`config.mk`:
```
export PLATFORM = sky130hd
export DESIGN_NAME = reset_sequencer
export DESIGN_NICKNAME = d
export VERILOG_FILES = /design/src/rtl/reset_sequencer.sv
export SDC_FILE = /design/constraint.sdc
export NUM_CORES = 1
export LEC_CHECK = 0
export ABC_AREA = 0
export CAP_MARGIN = 20
export CORE_MARGIN = 2
export CORE_UTILIZATION = 59
export DETAILED_ROUTE_END_ITERATION = 16
export GPL_TIMING_DRIVEN = 0
export PLACE_DENSITY = 0.8
export SYNTH_ARGS = -nofsm -noshare
export SYNTH_HDL_FRONTEND = slang
export SYNTH_SLANG_ARGS = --single-unit
```
`constraint.sdc`:
```
create_clock -name clk -period 2.7 [get_ports clk]
set_clock_uncertainty 0.1 [all_clocks]
set_input_delay 0.54 -clock clk [delete_from_list [all_inputs] [get_ports clk]]
set_output_delay 0.54 -clock clk [all_outputs]
set_load 0.01 [all_outputs]
```
`src/rtl/reset_sequencer.sv`:
```
`timescale 1ns/1ps
`default_nettype none
// ============================================================================
// Module      : reset_sequencer
// Description : Staged multi-domain reset generator. Holds every domain in
//               reset for a minimum time, then releases domains one at a
//               time (bit 0 first). Restarts on PLL lock loss, a debounced
//               external request, or an optional periodic timer.
// Revision    : 1.0 - initial release
// ----------------------------------------------------------------------------
// Ports
//   clk           in   sole clock, rising edge
//   reset         in   asynchronous active-high reset
//   pll_locked    in   asynchronous PLL lock flag
//   ext_req       in   asynchronous external restart request, active-high
//   n_reset       out  [CHANNELS-1:0] per-domain active-low reset
//   all_released  out  high only while every domain is released (RUN)
//   busy          out  high whenever the sequencer is not in RUN
//   cause         out  [1:0] last restart cause:
//                      00 reset, 01 lock loss, 10 ext_req, 11 periodic
//   restart_count out  [7:0] saturating count of restarts
// ============================================================================
module reset_sequencer #(
    parameter int CHANNELS        = 3,
    parameter int HOLD_CYCLES     = 16,
    parameter int STAGE_CYCLES    = 16,
    parameter int DEBOUNCE_CYCLES = 8,
    parameter int PERIOD_W        = 26
) (
    input  logic                clk,
    input  logic                reset,
    input  logic                pll_locked,
    input  logic                ext_req,
    output logic [CHANNELS-1:0] n_reset,
    output logic                all_released,
    output logic                busy,
    output logic [1:0]          cause,
    output logic [7:0]          restart_count
);

    localparam int c_hold_w  = $clog2(HOLD_CYCLES + 1);
    localparam int c_stage_w = $clog2(STAGE_CYCLES + 1);
    localparam int c_deb_w   = $clog2(DEBOUNCE_CYCLES + 1);
    localparam int c_pw      = (PERIOD_W > 0) ? PERIOD_W : 1;
    localparam bit c_period_en = (PERIOD_W > 0);

    localparam logic [c_hold_w-1:0]  c_hold_max   = c_hold_w'(HOLD_CYCLES);
    localparam logic [c_hold_w-1:0]  c_hold_last  = c_hold_w'(HOLD_CYCLES - 1);
    localparam logic [c_stage_w-1:0] c_stage_last = c_stage_w'(STAGE_CYCLES - 1);
    localparam logic [c_deb_w-1:0]   c_deb_last   = c_deb_w'(DEBOUNCE_CYCLES - 1);
    // One below all-ones: the period counter reaches all-ones on the edge
    // that leaves RUN.
    localparam logic [c_pw-1:0]      c_period_pre = ~c_pw'(1);

    localparam logic [1:0] c_cause_lock     = 2'b01;
    localparam logic [1:0] c_cause_ext      = 2'b10;
    localparam logic [1:0] c_cause_periodic = 2'b11;

    typedef enum logic [1:0] {
        ST_ASSERT = 2'b00,
        ST_STAGE  = 2'b01,
        ST_RUN    = 2'b10
    } state_t;

    // Synchronisers and debounce
    logic               r_lock_meta;
    logic               r_lock_sync;
    logic               r_lock_prev;
    logic               r_ext_meta;
    logic               r_ext_sync;
    logic               r_ext_db;
    logic               r_ext_db_prev;
    logic [c_deb_w-1:0] r_deb_cnt;

    // FSM state, counters and registered outputs
    state_t                r_state;
    logic [c_hold_w-1:0]   r_hold_cnt;
    logic [c_stage_w-1:0]  r_stage_cnt;
    logic [c_pw-1:0]       r_period_cnt;
    logic [CHANNELS-1:0]   r_n_reset;
    logic                  r_all_released;
    logic                  r_busy;
    logic [1:0]            r_cause;
    logic [7:0]            r_count;

    state_t                w_state_next;
    logic [c_hold_w-1:0]   w_hold_next;
    logic [c_stage_w-1:0]  w_stage_next;
    logic [c_pw-1:0]       w_period_next;
    logic [CHANNELS-1:0]   w_nrst_next;
    logic [1:0]            w_cause_next;
    logic [7:0]            w_count_next;
    logic [CHANNELS-1:0]   w_nrst_shift;
    logic                  w_lock_loss;
    logic                  w_ext_rise;
    logic                  w_period_hit;
    logic                  w_restart;

    // ------------------------------------------------------------------
    // Input synchronisers and ext_req debounce
    // ------------------------------------------------------------------
    always_ff @(posedge clk or posedge reset) begin
        if (reset) begin
            r_lock_meta   <= 1'b0;
            r_lock_sync   <= 1'b0;
            r_lock_prev   <= 1'b0;
            r_ext_meta    <= 1'b0;
            r_ext_sync    <= 1'b0;
            r_ext_db      <= 1'b0;
            r_ext_db_prev <= 1'b0;
            r_deb_cnt     <= '0;
        end else begin
            r_lock_meta   <= pll_locked;
            r_lock_sync   <= r_lock_meta;
            r_lock_prev   <= r_lock_sync;
            r_ext_meta    <= ext_req;
            r_ext_sync    <= r_ext_meta;
            r_ext_db_prev <= r_ext_db;
            // The debounced value follows only after the synchronised input
            // has disagreed with it for DEBOUNCE_CYCLES edges in a row.
            if (r_ext_sync != r_ext_db) begin
                if (r_deb_cnt == c_deb_last) begin
                    r_ext_db  <= r_ext_sync;
                    r_deb_cnt <= '0;
                end else begin
                    r_deb_cnt <= r_deb_cnt + c_deb_w'(1);
                end
            end else begin
                r_deb_cnt <= '0;
            end
        end
    end

    // ------------------------------------------------------------------
    // Release pattern: shift a 1 in from bit 0 on every stage step
    // ------------------------------------------------------------------
    generate
        if (CHANNELS > 1) begin : g_multi_chan
            assign w_nrst_shift = {r_n_reset[CHANNELS-2:0], 1'b1};
        end else begin : g_single_chan
            assign w_nrst_shift = 1'b1;
        end
    endgenerate

    // ------------------------------------------------------------------
    // Restart triggers
    // ------------------------------------------------------------------
    // Outside ASSERT a low lock level is always a fresh loss. Inside ASSERT
    // only a falling edge counts, so a lock that is still low after reset
    // (or stays low) merely blocks the release instead of retriggering.
    assign w_lock_loss  = ~r_lock_sync & ((r_state != ST_ASSERT) | r_lock_prev);
    assign w_ext_rise   = r_ext_db & ~r_ext_db_prev;
    assign w_period_hit = c_period_en && (r_state == ST_RUN) &&
                          (r_period_cnt == c_period_pre);
    assign w_restart    = w_lock_loss | w_ext_rise | w_period_hit;

    // ------------------------------------------------------------------
    // Next-state and next-output logic
    // ------------------------------------------------------------------
    always_comb begin
        w_state_next  = r_state;
        w_hold_next   = r_hold_cnt;
        w_stage_next  = r_stage_cnt;
        w_period_next = r_period_cnt;
        w_nrst_next   = r_n_reset;
        w_cause_next  = r_cause;
        w_count_next  = r_count;

        if (w_restart) begin
            w_state_next  = ST_ASSERT;
            w_hold_next   = '0;
            w_stage_next  = '0;
            w_period_next = '0;
            w_nrst_next   = '0;
            if (w_lock_loss) begin
                w_cause_next = c_cause_lock;
            end else if (w_ext_rise) begin
                w_cause_next = c_cause_ext;
            end else begin
                w_cause_next = c_cause_periodic;
            end
            // A retrigger while already in ASSERT is not a new restart.
            if ((r_state != ST_ASSERT) && (r_count != 8'hFF)) begin
                w_count_next = r_count + 8'd1;
            end
        end else begin
            case (r_state)
                ST_ASSERT: begin
                    w_nrst_next = '0;
                    if (r_hold_cnt != c_hold_max) begin
                        w_hold_next = r_hold_cnt + c_hold_w'(1);
                    end
                    // Leave on the edge the hold count reaches its target,
                    // or on any later edge once lock and ext allow it.
                    if ((r_hold_cnt >= c_hold_last) && r_lock_sync && !r_ext_db) begin
                        w_state_next = ST_STAGE;
                        w_stage_next = '0;
                    end
                end
                ST_STAGE: begin
                    if (r_stage_cnt == c_stage_last) begin
                        w_stage_next = '0;
                        w_nrst_next  = w_nrst_shift;
                        if (&w_nrst_shift) begin
                            w_state_next  = ST_RUN;
                            w_period_next = '0;
                        end
                    end else begin
                        w_stage_next = r_stage_cnt + c_stage_w'(1);
                    end
                end
                ST_RUN: begin
                    if (c_period_en) begin
                        w_period_next = r_period_cnt + c_pw'(1);
                    end
                end
                default: begin
                    w_state_next = ST_ASSERT;
                    w_nrst_next  = '0;
                end
            endcase
        end
    end

    // ------------------------------------------------------------------
    // State, counter and output registers
    // ------------------------------------------------------------------
    always_ff @(posedge clk or posedge reset) begin
        if (reset) begin
            r_state        <= ST_ASSERT;
            r_hold_cnt     <= '0;
            r_stage_cnt    <= '0;
            r_period_cnt   <= '0;
            r_n_reset      <= '0;
            r_all_released <= 1'b0;
            r_busy         <= 1'b1;
            r_cause        <= 2'b00;
            r_count        <= 8'd0;
        end else begin
            r_state        <= w_state_next;
            r_hold_cnt     <= w_hold_next;
            r_stage_cnt    <= w_stage_next;
            r_period_cnt   <= w_period_next;
            r_n_reset      <= w_nrst_next;
            r_all_released <= (w_state_next == ST_RUN);
            r_busy         <= (w_state_next != ST_RUN);
            r_cause        <= w_cause_next;
            r_count        <= w_count_next;
        end
    end

    assign n_reset       = r_n_reset;
    assign all_released  = r_all_released;
    assign busy          = r_busy;
    assign cause         = r_cause;
    assign restart_count = r_count;

endmodule

`default_nettype wire

```
==> results.sh, run 1 <==
export IMPL_synthTopCellsByArea="dfrtp_1, xor2_1, nor2_1"
export IMPL_leakagePower_nw=1.677
export IMPL_seqCellArea_mm2=0.001603
export IMPL_ys_dominant_reg_cell="dfrtp_1"
export IMPL_place_area_mm2=0.003553
export IMPL_synth_edf_count=0
export IMPL_ctsHoldBuffers=0
export IMPL_drc_errors=0
export IMPL_cts_clk_slew_worst_paths_ns=0.07
export IMPL_synth_top_cell_by_area="dfrtp_1"
export IMPL_wire_per_inst_um=14.49
export IMPL_layout_min_cycle_time_ns=2.327
export IMPL_place_ws_ns=0.3887
export IMPL_reg2reg_from="r_stage_cnt[0]"
export IMPL_placed_cells=419
export IMPL_ys_seq_area_frac=0.4912
export IMPL_io_pins=19
export IMPL_n_fill_cell=434
export IMPL_multi_input_area_mm2=0.001546
export IMPL_htreeDepth=3
export IMPL_fp_dieW_um=78.37
export IMPL_synth_commonest_cells="dfrtp_1, nor2_1, nand2_1, xor2_1, o21ai_0"
export IMPL_numPortBuffers=18
export IMPL_ys_types=52
export IMPL_die_h_um=78.37
export IMPL_finalSetupTns_ns=0
export IMPL_drive_gt1_frac=0.1185
export IMPL_finalNetCount=370
export IMPL_grt_max_degree=44
export IMPL_core_region_area_mm2=0.005439
export IMPL_cts_resized=0
export IMPL_root_buffer="clkbuf_8"
export IMPL_ff2ff_path_depth=8
export IMPL_grt_pass1_vias=2506
export IMPL_cts_tree="built"
export IMPL_finalCritPeriodShare=0.8618
export IMPL_slew_violations=0
export IMPL_rows=27
export IMPL_tightest_slew_ns=0.6677
export IMPL_gr_total_overflow=0
export IMPL_synth_seq_cells=64
export IMPL_cp_start_kind="flop"
export IMPL_finalWeightedCongestion=0.8272
export IMPL_p_per_area_mw_per_mm2=737.5
export IMPL_max_slew_margin=0.5514
export IMPL_vias_per_cell=5.805
export IMPL_outcome="completed"
export IMPL_async_flop_share=1.000
export IMPL_syn_inst=328
export IMPL_synth_top_area_share=0.4831
export IMPL_grt_pass1_wl_um=11160
export IMPL_synth_area_per_cell_um2=9.949
export IMPL_grt_setup_unrepaired="no"
export IMPL_setup_violations=0
export IMPL_power_mw=2.766
export IMPL_holdPathEnd="r_ext_sync"
export IMPL_clkSinkCount=64
export IMPL_fin_cells=435
export IMPL_grt_usage=0.2305
export IMPL_peakVddDrop_uv=550.5
export IMPL_drv_cap=0
export IMPL_postCtsSetupBuffers=0
export IMPL_start_util=0.6000
export IMPL_syn_num_nets=340
export IMPL_dr_first_iter_drc_count=203
export IMPL_crit_required_ns=2.82
export IMPL_syn_cell_area_mm2=0.003263
export IMPL_diodes=0
export IMPL_vias=2525
export IMPL_cts_max_path_buffers=2
export IMPL_fmax_ghz=0.4298
export IMPL_worstHoldStart="r_ext_meta"
export IMPL_holdPathStages=0
export IMPL_dp_hpwl_um=4426
export IMPL_first_pass_iters=5
export IMPL_setup_slack_ns=0.3731
export IMPL_drt_total_wl_um=6305
export IMPL_hold_viol_final=0
export IMPL_antenna_found_initial=0
export IMPL_yosysMostFrequentCell="dfrtp_1"
export IMPL_die_area_mm2=0.006142
export IMPL_r2r_slack_ns=0.37
export IMPL_finish_instance_area_mm2=0.003750
export IMPL_hold_path_class="flop to flop"
export IMPL_yosysWarningCount=0
export IMPL_worstSkewPairLatency_ns=0.35
export IMPL_crit_type="flop to flop"
export IMPL_numCtsBuffers=9
export IMPL_ant_nets=0
export IMPL_reg2reg_to="r_period_cnt[23]"
export IMPL_cp_arrival_ns=2.44
export IMPL_critPathCaptureType="flop"
export IMPL_area_growth_pct=14.92
export IMPL_cp_max_fo=10
-- through the flow --
step / util / hold WS (ns)
3_5_place_dp: 0.6533 / 0.2434
3_3_place_gp: 0.6496 / 0.2344
5_1_grt: 0.6894 / 0.2634
4_1_cts: 0.6894 / 0.2602
2_1_floorplan: - / 0.2312
6_report: 0.6894 / 0.2594
-- worst max-delay path, cell delays in order (launching register included) --
cell and delay, ns:
dfrtp_1 0.41, ha_1 0.22, nand4b_1 0.19, o31ai_2 0.41
buf_2 0.28, buf_2 0.25, a211oi_1 0.11, o31ai_1 0.10
o41ai_1 0.12
-- registers in the layout, indices dropped and copies added, names as in the netlist, 2 cells and up --
name / flops
r_stage_cnt: 5
r_period_cnt: 26
r_state: 2
n_reset: 3
cause: 2
r_deb_cnt: 4
r_hold_cnt: 5
restart_count: 8
-- layout make-up --
| cell class | instances | share of cell area |
|---|---|---|
| Tap cell | 72 | 0.02402 |
| Timing Repair Buffer | 19 | 0.05339 |
| Clock inverter | 7 | 0.01935 |
| Clock buffer | 9 | 0.03303 |
| Inverter | 13 | 0.01301 |
| Multi-Input combinational cell | 241 | 0.4124 |
| Sequential cell | 64 | 0.4274 |
| Buffer | 10 | 0.01735 |
-- report_power, final --
part / internal, mW / switching (mW)
Clock: 0.425 / 0.389
Combinational: 0.314 / 0.446
Sequential: 1.08 / 0.115
-- cells by family after synthesis --
kind of cell,share of synthesized area
mux,0.009969
xor+xnor,0.07784
buf+inv,0.03489
compound gates,0.1277
simple gates,0.2278
flops,0.4912
fa+ha+maj,0.03068
-- placed cells by master (no fill, tap or decap), drive strengths merged, types with 3 or more instances in the layout --
cell type,instances
nand3,9
o211ai,8
clkbuf,11
a22oi,3
nand2b,3
xor2,23
ha,8
o31ai,3
clkdlybuf4s50,18
nor3,10
nand4,11
clkinv,4
xnor2,6
a211oi,3
inv,13
a21oi,13
dfrtp,63
nor2b,4
o2111ai,3
a31oi,5
or3,4
nor2,49
and3,5
nor4,6
buf,9
nand2,25
o21ai,15
-- layer usage --
layer  GRT usage  share of wire  vias up
met5           0              0        -
met4     0.09123          0.014        0
met3     0.05977          0.054        9
met2      0.3655           0.48       66
met1      0.3048           0.45     1222
li1            -              -     1228
-- how the worst max path moves through the flow --
stage	from	to	cells after the start	slack, ns
after floorplan	reset	all_released	1	0.46
after global placement	reset	r_stage_cnt[0]	2	-0.62
after detailed placement	r_stage_cnt[0]	r_period_cnt[13]	8	0.39
after CTS	r_stage_cnt[0]	r_period_cnt[13]	8	0.37
after global routing	r_stage_cnt[0]	r_period_cnt[15]	8	0.24
final	r_stage_cnt[0]	r_period_cnt[23]	8	0.37
Power figures use the tool's default switching activity.
==> inputs of run 2 (changes only) <==
Settings changed: GPL_TIMING_DRIVEN 0 to unset.
==> results.sh, run 2 (synthesis gave the netlist of run 1 again) <==
export IMPL_hold_worst_slack_ns=0.2564
export IMPL_p_per_area_mw_per_mm2=756.6
export IMPL_grt_pass1_vias=2487
export IMPL_top_register="r_period_cnt"
export IMPL_root_buffer="clkbuf_8"
export IMPL_rows=27
export IMPL_finalCritPeriodShare=0.8656
export IMPL_drive_gt1_frac=0.09804
export IMPL_cts_max_path_buffers=2
export IMPL_diodes=0
export IMPL_final_cell_mix="dfrtp_1, nor2_1, nand2_1, xor2_1, clkdlybuf4s50_1"
export IMPL_hold_viol_final=0
export IMPL_final_util=0.6860
export IMPL_power_mw=2.823
export IMPL_peakVddDrop_uv=517.1
export IMPL_clkSinkCount=64
export IMPL_finalNetCount=364
export IMPL_place_ws_ns=0.3636
export IMPL_cp_start_kind="flop"
export IMPL_tightest_slew_ns=0.5949
export IMPL_slew_violations=0
export IMPL_seqCellArea_mm2=0.001603
export IMPL_htreeDepth=3
export IMPL_cts_tree="built"
export IMPL_vias_per_cell=5.797
export IMPL_ant_nets=0
export IMPL_vias=2487
export IMPL_worstSkewPairLatency_ns=0.35
export IMPL_ctsHoldBuffers=0
export IMPL_die_h_um=78.37
export IMPL_dp_hpwl_um=4472
export IMPL_setup_violations=0
export IMPL_cts_resized=0
export IMPL_first_pass_iters=4
export IMPL_dr_first_iter_drc_count=149
export IMPL_grt_setup_unrepaired="no"
export IMPL_numPortBuffers=18
export IMPL_path_buf_inv=1
export IMPL_outcome="completed"
export IMPL_die_area_mm2=0.006142
export IMPL_leakagePower_nw=1.654
export IMPL_largest_reg_flops=26
export IMPL_max_slew_margin=0.6003
export IMPL_grt_max_degree=31
export IMPL_finalWeightedCongestion=0.8090
export IMPL_postCtsSetupBuffers=0
export IMPL_gr_total_overflow=0
export IMPL_fmax_ghz=0.4279
export IMPL_grt_usage=0.2331
export IMPL_grt_pass1_wl_um=11180
export IMPL_layout_commonest_cell="dfrtp_1"
export IMPL_area_growth_pct=14.34
export IMPL_numCtsBuffers=9
export IMPL_multi_input_area_mm2=0.001546
export IMPL_layout_min_cycle_time_ns=2.337
export IMPL_slowest_stage="o31ai_2"
export IMPL_drt_total_wl_um=6378
export IMPL_antenna_found_initial=0
export IMPL_drv_cap=0
export IMPL_crit_family="compound AO/OA/AOI/OAI gates"
export IMPL_n_fill_cell=427
export IMPL_cp_max_fo=18
export IMPL_path_cells="ha_1, nand4b_1, o31ai_2, buf_4, o21bai_1, or3_1, a21oi_1"
export IMPL_wire_per_inst_um=14.87
export IMPL_fp_dieW_um=78.37
export IMPL_finalSetupTns_ns=0
export IMPL_cp_arrival_ns=2.51
export IMPL_slowest_delay_ns=0.43
export IMPL_crit_type="flop to flop"
export IMPL_crit_required_ns=2.87
export IMPL_drc_errors=0
export IMPL_cts_clk_slew_worst_paths_ns=0.07
export IMPL_io_pins=19
export IMPL_setup_slack_ns=0.3629
export IMPL_critPathCaptureType="flop"
export IMPL_core_region_area_mm2=0.005439
export IMPL_hold_path_class="flop to flop"
export IMPL_start_util=0.6000
-- run 2: cell type report --
class | count | area share
inverter | 13 | 0.01308
timing repair buffer | 23 | 0.06170
tap | 72 | 0.02414
sequential | 64 | 0.4296
multi-input combinational | 241 | 0.4145
clock inverter | 5 | 0.02180
clock buffer | 11 | 0.03521
-- run 2: power breakdown --
group,internal [mW],total [mW],switching [mW]
combinational,0.294,0.712,0.418
clock,0.520,0.895,0.374
sequential,1.08,1.22,0.139
total,1.89,2.82,0.931
-- run 2: final timing paths --
path	cells after the start	from	end	slack, ns
setup / recovery	7	r_stage_cnt[0]	r_period_cnt[10]	0.36
hold / removal	0	r_ext_meta	r_ext_sync	0.26
setup reg to reg	7	r_stage_cnt[0]	r_period_cnt[10]	0.36
hold reg to reg	0	r_ext_meta	r_ext_sync	0.26
max in group asynchronous	3	reset	r_period_cnt[14]	1.53
min in group asynchronous	2	reset	r_deb_cnt[2]	0.38
-- run 2: per-layer routing --
layer / vias up / wire length [um] / global-route usage
met5: - / 0 / 0
met4: 0 / 157 / 0.1298
met3: 15 / 208 / 0.04138
met2: 49 / 3166 / 0.3819
met1: 1213 / 2845 / 0.2935
li1: 1210 / - / -
-- run 2: stage by stage --
step	cells	instance area, um2
6_report	429	3731
5_1_grt	429	3731
4_1_cts	429	3731
3_5_place_dp	413	3518
3_3_place_gp	413	3518
2_1_floorplan	328	3263
==> inputs of run 3 (changes only) <==
Settings changed: SKIP_LAST_GASP set to 1.
Clock period 2.7 ns to 2.2 ns, I/O delays scaled along.
==> results.sh, run 3 (synthesis gave the netlist of run 1 again) <==
export IMPL_max_slew_margin=0.6423
export IMPL_layout_min_cycle_time_ns=2.106
export IMPL_fp_dieW_um=78.37
export IMPL_setup_violations=0
export IMPL_finalNetCount=380
export IMPL_slowest_delay_ns=0.49
export IMPL_cp_start_kind="flop"
export IMPL_leakagePower_nw=1.750
export IMPL_outcome="completed"
export IMPL_grt_max_degree=65
export IMPL_finalWeightedCongestion=0.8924
export IMPL_largest_reg_flops=26
export IMPL_dp_hpwl_um=4531
export IMPL_peakVddDrop_uv=832.2
export IMPL_hold_path_class="flop to flop"
export IMPL_gr_total_overflow=0
export IMPL_seqCellArea_mm2=0.001603
export IMPL_hold_worst_slack_ns=0.2603
export IMPL_crit_required_ns=2.38
export IMPL_start_util=0.6000
export IMPL_reg2reg_from="r_stage_cnt[1]"
export IMPL_n_fill_cell=409
export IMPL_drc_errors=0
export IMPL_path_buf_inv=0
export IMPL_r2r_slack_ns=0.09
export IMPL_drt_total_wl_um=6853
export IMPL_drv_cap=0
export IMPL_ant_nets=0
export IMPL_diodes=0
export IMPL_worstHoldStart="r_ext_meta"
export IMPL_top_register="r_period_cnt"
export IMPL_htreeDepth=3
export IMPL_hold_viol_final=0
export IMPL_antenna_found_initial=0
export IMPL_drive_gt1_frac=0.1421
export IMPL_fmax_ghz=0.4747
export IMPL_crit_family="simple AND/OR/NAND/NOR gates"
export IMPL_io_pins=19
export IMPL_first_pass_iters=4
export IMPL_wire_per_inst_um=15.40
export IMPL_finalCritPeriodShare=0.9575
export IMPL_grt_pass1_wl_um=11540
export IMPL_final_cell_mix="dfrtp_1, nor2_1, nand2_1, xor2_1"
export IMPL_grt_usage=0.2430
export IMPL_cts_max_path_buffers=2
export IMPL_numPortBuffers=18
export IMPL_path_cells="ha_1, nand4b_1, o31ai_4, nor2_1, or4_1, a21oi_1"
export IMPL_vias_per_cell=5.753
export IMPL_cts_tree="built"
export IMPL_p_per_area_mw_per_mm2=924.6
export IMPL_grt_pass1_vias=2530
export IMPL_place_area_mm2=0.003636
export IMPL_tightest_slew_ns=0.5325
export IMPL_critPathCaptureType="flop"
export IMPL_placed_cells=427
export IMPL_worstSkewPairLatency_ns=0.35
export IMPL_multi_input_area_mm2=0.001568
export IMPL_rows=27
export IMPL_ctsHoldBuffers=0
export IMPL_dr_first_iter_drc_count=147
export IMPL_vias=2560
export IMPL_place_ws_ns=0.06466
export IMPL_cp_arrival_ns=2.28
export IMPL_slew_violations=0
export IMPL_root_buffer="clkbuf_8"
export IMPL_cts_clk_slew_worst_paths_ns=0.07
export IMPL_setup_slack_ns=0.09361
export IMPL_finish_instance_area_mm2=0.003908
export IMPL_die_h_um=78.37
export IMPL_slowest_stage="or4_1"
export IMPL_layout_commonest_cell="dfrtp_1"
export IMPL_grt_setup_unrepaired="yes"
export IMPL_die_area_mm2=0.006142
export IMPL_final_util=0.7184
export IMPL_cp_max_fo=5
export IMPL_core_region_area_mm2=0.005439
export IMPL_area_growth_pct=19.75
export IMPL_fin_cells=445
export IMPL_critPathLaunch="r_stage_cnt[1]"
export IMPL_numCtsBuffers=9
export IMPL_clkSinkCount=64
export IMPL_crit_type="flop to flop"
## run 3: per-layer routing
| metal | track usage | up-vias | wire length [um] |
|---|---|---|---|
| li1 | - | 1247 | - |
| met1 | 0.2979 | 1253 | 2934 |
| met2 | 0.4034 | 42 | 3515 |
| met3 | 0.06092 | 18 | 218 |
| met4 | 0.1158 | 0 | 184 |
| met5 | 0 | - | 0 |
## run 3: area by class of cell
class	count	area share
timing repair buffer	39	0.09382
sequential	64	0.4102
tap	72	0.02305
inverter	13	0.01249
clock inverter	4	0.01953
multi-input combinational	241	0.4012
clock buffer	12	0.03971
## run 3: what timing repair did
| item | 4_1_cts | 5_1_grt |
|---|---|---|
| gates resized for setup | 0 | 4 |
| buffers inserted | 0 | 2 |
| setup endpoints to repair | 0 | 8 |
## run 3: path summary, 6_finish.rpt
| path | endpoint | cells past startpoint |
|---|---|---|
| max in group asynchronous | busy | 3 |
| min | r_ext_sync | 0 |
| min in group asynchronous | r_period_cnt[6] | 3 |
| max | r_period_cnt[25] | 6 |
| min reg2reg | r_ext_sync | 0 |
| max reg2reg | r_period_cnt[25] | 6 |
## run 3: per-stage QoR
| stage | power (mW) | TNS [ns] |
|---|---|---|
| floorplan | 2.116 | 0 |
| finish | 3.613 | 0 |
| CTS | 3.616 | 0 |
| global route | 3.803 | -0.003516 |
| global placement | 2.404 | 0 |
| detailed placement | 2.433 | 0 |
## run 3: power breakdown
group	internal [mW]	switching, mW
clock	0.702	0.467
sequential	1.32	0.157
combinational	0.423	0.542
total	2.45	1.17
